## src/rtl/clken_gen_pkg.sv

```systemverilog
// Shared types and limits for the clock-enable generator.
package clken_gen_pkg;

  localparam int unsigned MaxChannels = 8;

  typedef enum logic [0:0] {
    StWait,
    StLocked
  } lock_state_e;

endpackage

```

## src/rtl/clken_chan.sv

```systemverilog
// One clock-enable channel: latched divisor/phase, wrapping counter, registered enable
// and (with CLKEN_GEN_DUTY_EN defined) a registered divided square wave.
module clken_chan
  import clken_gen_pkg::*;
#(
  parameter int unsigned DIV_W       = 8,
  parameter int unsigned DEFAULT_DIV = 4
) (
  input  logic             clkin,
  input  logic             reset,
  input  logic             load,
  input  logic [DIV_W-1:0] div_i,
  input  logic [DIV_W-1:0] phase_i,
  input  logic             lock_next_i,
  output logic             ce_o,
  output logic             clk_o
);

  logic [DIV_W-1:0] div_q, div_d;
  logic [DIV_W-1:0] cnt_q, cnt_d;
  logic             ce_q, ce_d;

  always_comb begin
    div_d = div_q;
    cnt_d = cnt_q;
    if (load) begin
      div_d = div_i;
      cnt_d = (phase_i < div_i) ? phase_i : '0;
    end else if (div_q == '0 || cnt_q == div_q - DIV_W'(1)) begin
      cnt_d = '0;
    end else begin
      cnt_d = cnt_q + DIV_W'(1);
    end
    // Outputs are computed from next state so the registered value lines up with C.
    ce_d = (div_d != '0) && (cnt_d == div_d - DIV_W'(1)) && lock_next_i;
  end

  always_ff @(posedge clkin) begin
    if (reset) begin
      div_q <= DIV_W'(DEFAULT_DIV);
      cnt_q <= '0;
      ce_q  <= 1'b0;
    end else begin
      div_q <= div_d;
      cnt_q <= cnt_d;
      ce_q  <= ce_d;
    end
  end

  assign ce_o = ce_q;

`ifdef CLKEN_GEN_DUTY_EN
  logic clk_q;

  always_ff @(posedge clkin) begin
    if (reset) begin
      clk_q <= 1'b0;
    end else begin
      clk_q <= (cnt_d < (div_d >> 1));
    end
  end

  assign clk_o = clk_q;
`else
  assign clk_o = 1'b0;
`endif

endmodule

```

## src/rtl/clken_gen.sv

```systemverilog
// Multi-channel clock-enable generator with a shared startup lock FSM.
// Optional feature macro: CLKEN_GEN_DUTY_EN (divided square wave on clk_o).
module clken_gen
  import clken_gen_pkg::*;
#(
  parameter int unsigned CHANNELS       = 2,
  parameter int unsigned DIV_W          = 8,
  parameter int unsigned DEFAULT_DIV    = 4,
  parameter int unsigned STARTUP_CYCLES = 16
) (
  input  logic                      clkin,
  input  logic                      reset,
  input  logic                      load,
  input  logic [CHANNELS*DIV_W-1:0] div_i,
  input  logic [CHANNELS*DIV_W-1:0] phase_i,
  output logic [CHANNELS-1:0]       ce_o,
  output logic [CHANNELS-1:0]       clk_o,
  output logic                      lock_o
);

  localparam int unsigned CntW = (STARTUP_CYCLES > 0) ? $clog2(STARTUP_CYCLES + 1) : 1;

  if (CHANNELS < 1 || CHANNELS > MaxChannels) begin : gen_bad_channels
    $error("clken_gen: CHANNELS out of range");
  end

  lock_state_e     state_q, state_d;
  logic [CntW-1:0] cnt_q, cnt_d;
  logic            lock_next;

  always_comb begin
    state_d = state_q;
    cnt_d   = cnt_q;
    if (load) begin
      state_d = StWait;
      cnt_d   = '0;
    end else begin
      unique case (state_q)
        StWait: begin
          // cnt_q counts completed settle cycles; lock on the STARTUP_CYCLES-th one.
          if ((int'(cnt_q) + 1) >= int'(STARTUP_CYCLES)) begin
            state_d = StLocked;
            cnt_d   = '0;
          end else begin
            cnt_d = cnt_q + CntW'(1);
          end
        end
        StLocked: state_d = StLocked;
        default:  state_d = StWait;
      endcase
    end
  end

  always_ff @(posedge clkin) begin
    if (reset) begin
      state_q <= StWait;
      cnt_q   <= '0;
    end else begin
      state_q <= state_d;
      cnt_q   <= cnt_d;
    end
  end

  assign lock_next = (state_d == StLocked);
  assign lock_o    = (state_q == StLocked);

  for (genvar k = 0; k < int'(CHANNELS); k++) begin : gen_chan
    clken_chan #(
      .DIV_W      (DIV_W),
      .DEFAULT_DIV(DEFAULT_DIV)
    ) u_chan (
      .clkin      (clkin),
      .reset      (reset),
      .load       (load),
      .div_i      (div_i[k*DIV_W +: DIV_W]),
      .phase_i    (phase_i[k*DIV_W +: DIV_W]),
      .lock_next_i(lock_next),
      .ce_o       (ce_o[k]),
      .clk_o      (clk_o[k])
    );
  end

endmodule

```

## config.mk

```make
export PLATFORM = sky130hd
export DESIGN_NAME = clken_gen
export DESIGN_NICKNAME = d
export VERILOG_FILES = /design/src/rtl/clken_gen_pkg.sv /design/src/rtl/clken_chan.sv /design/src/rtl/clken_gen.sv
export SDC_FILE = /design/constraint.sdc
export NUM_CORES = 1
export LEC_CHECK = 0
export BUFFER_PORTS_ARGS = -buffer_cell sky130_fd_sc_hd__buf_2
export CORE_ASPECT_RATIO = 0.5
export CORE_MARGIN = 5
export CORE_UTILIZATION = 55
export DETAILED_ROUTE_END_ITERATION = 6
export PLACE_DENSITY_LB_ADDON = 0.3
export SKIP_CTS_REPAIR_TIMING = 1
export SKIP_LAST_GASP = 1
export SLEW_MARGIN = 20
export SYNTH_ARGS = -nofsm -noshare
export SYNTH_HDL_FRONTEND = slang
export SYNTH_SLANG_ARGS = --single-unit
```

## constraint.sdc

```tcl
create_clock -name clkin -period 4.6 [get_ports clkin]
set_input_delay 0.69 -clock clkin [delete_from_list [all_inputs] [get_ports clkin]]
set_output_delay 0.69 -clock clkin [all_outputs]
set_load 0.02 [all_outputs]
```

==> flow_results.org <==
** Yosys
- The complex-gate fraction of the synthesized area was 0.1760.
- Cell area after technology mapping :: 3278 sq um
- Of the total synthesized cell area, the portion taken by full adders, half adders and majority gates is 0.09542.
- Synthesis handed over a netlist of 408 instances.
- By area, the combinational part of the netlist is dominated by simple AND/OR/NAND/NOR gates.
- Ys flop type :: sky130_fd_sc_hd__dfxtp_1
- Number of enable flip-flop cells after synthesis :: 0
- Post-synthesis cell type count :: 62
- Multiplexer share of the synthesized area :: 0.06107
- Counting flops with an async set or reset pin after synthesis yields a share of 0.
- Post-synthesis average cell area :: 8.035 sq um
- Post-synthesis share of cell area spent on xor and xnor gates :: 0.1271
- Sequential fraction of the synthesis area :: 0.2443
- Counting flops and latches in the post-synthesis netlist gives 40.
- Warnings, synthesis :: 0
- Of the total synthesized cell area, the portion taken by AND, OR, NAND and NOR gates is 0.2351.

** Worst setup path
- Data on the critical path is required at its endpoint by 4.77 ns.
- Max FO, Critical Path :: 32
- Critical Path Max Stage Delay :: 0.58 ns
- Crit path from :: load
- The worst setup path is launched from an input port.
- Grouping stages by cell kind, the critical path spends the most delay in simple AND/OR/NAND/NOR gates.
- Launch instance of the worst register-to-register path :: gen_chan[0].u_chan.div_q[2]
- Buf/Inv on CP :: 1
- Crit path DAT :: 3.52 ns
- Crit path max-delay cell type :: sky130_fd_sc_hd__buf_2
- Crit. End Element :: register
- Critical-path cell list :: buf_2 -> mux2i_1 -> nand3_1 -> xnor2_1 -> a21oi_1 -> or3_1 -> nor3_1 -> a31oi_1 -> a2111oi_2
- The endpoint identified for the worst register-to-register timing path is gen_chan[0].u_chan.ce_o.
- Type of the worst setup path :: in2reg
- Register-to-Register Setup Slack :: 1.47 ns
- Endpoint of the most critical setup path :: gen_chan[0].u_chan.ce_o
- In this run the number of cells on the critical path is 9.
- Counting cells, the worst reg-to-reg path comes to 9.

** Global route
- The first global-routing pass estimated 14690 um of wire.
- Antenna violations before repair :: 0
- The via count of the first global-routing pass came to 3132.
- Entering global routing, the biggest net connects 38 pins.
- Grt total ovfl :: 0
- All-layer global routing usage :: 0.2326

** Floorplan
- In this run the core area contains 19 standard-cell rows.
- Starting utilization of the core area :: 0.5818
- In this run the standard cell core region covers 5634 sq um.
- The die is 119.2 um wide.
- Chip height :: 64.59 um
- Pin placement for this block handled 40 I/O pins.
- Die Outline Area :: 7698 sq um

** Clocking
- Cts bufs inserted :: 5
- Clock Root Buffer :: sky130_fd_sc_hd__clkbuf_16
- TritonCTS built the clock tree.
- Skew-Pair Late Insertion Delay :: 0.28 ns
- For this design, the sink count on the clock tree is 40.
- The H-tree generated during clock tree synthesis spans 2 levels.
- After clock tree synthesis, the clock-pin slew on the worst setup and hold paths is 0.06 ns.
- Clock Path Buffers :: 2

** Timing
- Final worst path period need :: 3.346 ns
- Post-Route Skew :: 0.005399 ns
- Worst Hold Slack :: 0.5643 ns
- Setup repair after global routing missed its margin :: false
- Final period utilization :: 0.7273
- Setup violations remaining at the end of the flow were counted as 0.
- The worst pin sits at a relative slew slack of 0.4950.
- Transition time of the tightest slew-check pin :: 0.7574 ns
- Total Negative Setup Slacks :: 0 ns
- Final Max Tran Viols :: 0
- Final number of hold-violating endpoints :: 0
- Static timing analysis puts the maximum clock frequency at 0.2989 GHz.

** Drt
- Total number of vias :: 3171
- For this block, the initial DRC count from the detailed router was 221.
- Total length of routed wires :: 8942 um
- Detailed Routing Iterations Pass 1 :: 5
- Post-detailed-route count of antenna-violating nets :: 0
- Using the TritonRoute via totals, the vias-per-cell ratio works out to 6.254.
- After detailed routing, the number of remaining DRC violations is 0.
- Dividing the detail-routed wire length by the instance count gives 17.64 um.

** Final layout
- In the final layout, the share of cells above drive strength 1 is 0.1290.
- Count of fill cells added during filler insertion :: 478
- The area growth from synthesis to layout is 10.95%.
- After the last flow step, the layout net total stands at 493.
- Final instance count without filler cells :: 507
- For this run, the share of the core covered by cells in the final layout is 0.6456.
- Antenna Cells :: 0

** Power and ir drop
- In this run the static leakage power is 1.616 nW.
- IR analysis of the VDD net gives a maximum drop of 0.1633 mV.
- Power consumption :: 0.001088 W
- Dividing total power by cell area gives a power density of 299.1 nW/um^2.

** Flow run
- The tool flagged a number of max-cap violations equal to 0.

** Placed design
- After detailed placement, the design holds a cell count of 499.
- Global placer's final weighted congestion :: 1.025
- After legalization and detailed placement, the total HPWL measured 6715 um.
- In this run the tool buffered the top-level ports with 37 buffer cells.

** Outcome
- Outcome :: finished clean

** Hold path
- The worst hold path belongs to the class reg2reg.
layout by cell type (no fill, tap or decap), drive strengths merged, types with 3 or more instances in the layout:
master / count
nor4: 4
a22oi: 9
and3: 9
a31o: 3
xor2: 21
or3: 4
xnor2: 24
dfxtp: 40
nor3b: 3
and2: 3
a21oi: 18
buf: 39
a31oi: 5
nand2: 24
a221oi: 3
a211oi: 6
nand3b: 4
nor2b: 4
mux2i: 20
o21ai: 8
inv: 23
ha: 25
nor3: 17
nand3: 20
a2111oi: 3
clkbuf: 5
nand2b: 10
nor4b: 4
nor2: 42
layer usage:
layer / up-vias / GRT usage / part of all wire
met2: 160 / 0.4188 / 0.49
met4: 0 / 0.08081 / 0.021
met3: 18 / 0.03649 / 0.080
li1: 1506 / - / -
met1: 1487 / 0.2871 / 0.41
met5: - / 0 / 0
layout make-up:
cell class              count  area, sq um  area share
multi-input cells         324         2291      0.6299
inverters                  23        86.33     0.02374
clock inverters             3        42.54     0.01170
well taps                  73        91.34     0.02511
flip-flops and latches     40        800.8      0.2202
clock buffers               5        125.1     0.03440
repair buffers             39        200.2     0.05504
metrics by stage:
stage,area [sq um],setup slack (ns)
after global routing,3637,1.046
final,3637,1.254
after CTS,3637,1.286
after floorplan,3282,1.365
after global placement,3470,1.298
after detailed placement,3470,1.131
kinds of logic (layout without fill, tap and decap cells):
group,after synthesis,count (layout)
compound gates,78,78
buf+inv,45,70
other cells,1,2
fa+ha+maj,25,25
simple gates,153,153
mux,20,20
xor+xnor,46,46
flops,40,40
worst register-to-register path, cell delays in order, from the launching register on:
cell,delay [ns]
sky130_fd_sc_hd__dfxtp_1,0.43
sky130_fd_sc_hd__or3_1,0.42
sky130_fd_sc_hd__or4_1,0.52
sky130_fd_sc_hd__a31o_1,0.22
sky130_fd_sc_hd__a211oi_2,0.33
sky130_fd_sc_hd__nor2_2,0.16
sky130_fd_sc_hd__a22oi_4,0.17
sky130_fd_sc_hd__xnor2_1,0.11
sky130_fd_sc_hd__or3_1,0.35
sky130_fd_sc_hd__a2111oi_2,0.31
cell usage after synthesis, types with 3 or more instances:
cell	instances	area, sq um
sky130_fd_sc_hd__mux2i_1	20	200.2
sky130_fd_sc_hd__a211oi_1	5	37.54
sky130_fd_sc_hd__nand2b_1	10	62.56
sky130_fd_sc_hd__or3_1	4	25.02
sky130_fd_sc_hd__a21oi_1	18	90.09
sky130_fd_sc_hd__a221oi_1	3	26.28
sky130_fd_sc_hd__nand3_1	20	100.1
sky130_fd_sc_hd__ha_1	25	312.8
sky130_fd_sc_hd__nand3b_1	4	30.03
sky130_fd_sc_hd__nor4_1	4	25.02
sky130_fd_sc_hd__a22oi_1	8	60.06
sky130_fd_sc_hd__nor3_1	17	85.08
sky130_fd_sc_hd__a31oi_1	5	31.28
sky130_fd_sc_hd__nor2b_1	4	25.02
sky130_fd_sc_hd__nor3b_1	3	22.52
sky130_fd_sc_hd__nor2_1	41	153.9
sky130_fd_sc_hd__xor2_1	21	183.9
sky130_fd_sc_hd__xnor2_1	24	210.2
sky130_fd_sc_hd__nand2_1	24	90.09
sky130_fd_sc_hd__buf_4	5	37.54
sky130_fd_sc_hd__o21ai_0	7	35.03
sky130_fd_sc_hd__dfxtp_1	40	800.8
sky130_fd_sc_hd__clkbuf_1	13	48.80
sky130_fd_sc_hd__inv_1	23	86.33
sky130_fd_sc_hd__and3_1	9	56.30
sky130_fd_sc_hd__nor4b_1	4	35.03
sky130_fd_sc_hd__and2_1	3	18.77
how the worst min path moves through the flow:
stage | to | depth (start not counted) | startpoint | slack (ns)
after floorplan | cnt_q[3] | 2 | cnt_q[3] | 0.51
after global placement | cnt_q[3] | 2 | cnt_q[3] | 0.52
after detailed placement | cnt_q[4] | 1 | cnt_q[4] | 0.55
after CTS | cnt_q[4] | 1 | cnt_q[4] | 0.56
after global routing | cnt_q[4] | 1 | cnt_q[4] | 0.58
final | cnt_q[4] | 1 | cnt_q[4] | 0.56
report_power, final:
group          switching [W]  internal [W]  total (W)
Combinational       0.000167      0.000124   0.000291
Sequential         0.0000338      0.000366   0.000400
Clock               0.000142      0.000255   0.000397
registers in the layout, summed over array words and instances (netlist names):
| name | flops |
|---|---|
| cnt_q | 5 |
| gen_chan.u_chan.ce_o | 2 |
| gen_chan.u_chan.cnt_q | 16 |
| gen_chan.u_chan.div_q | 16 |
| lock_o | 1 |
Power figures use the tool's default switching activity.
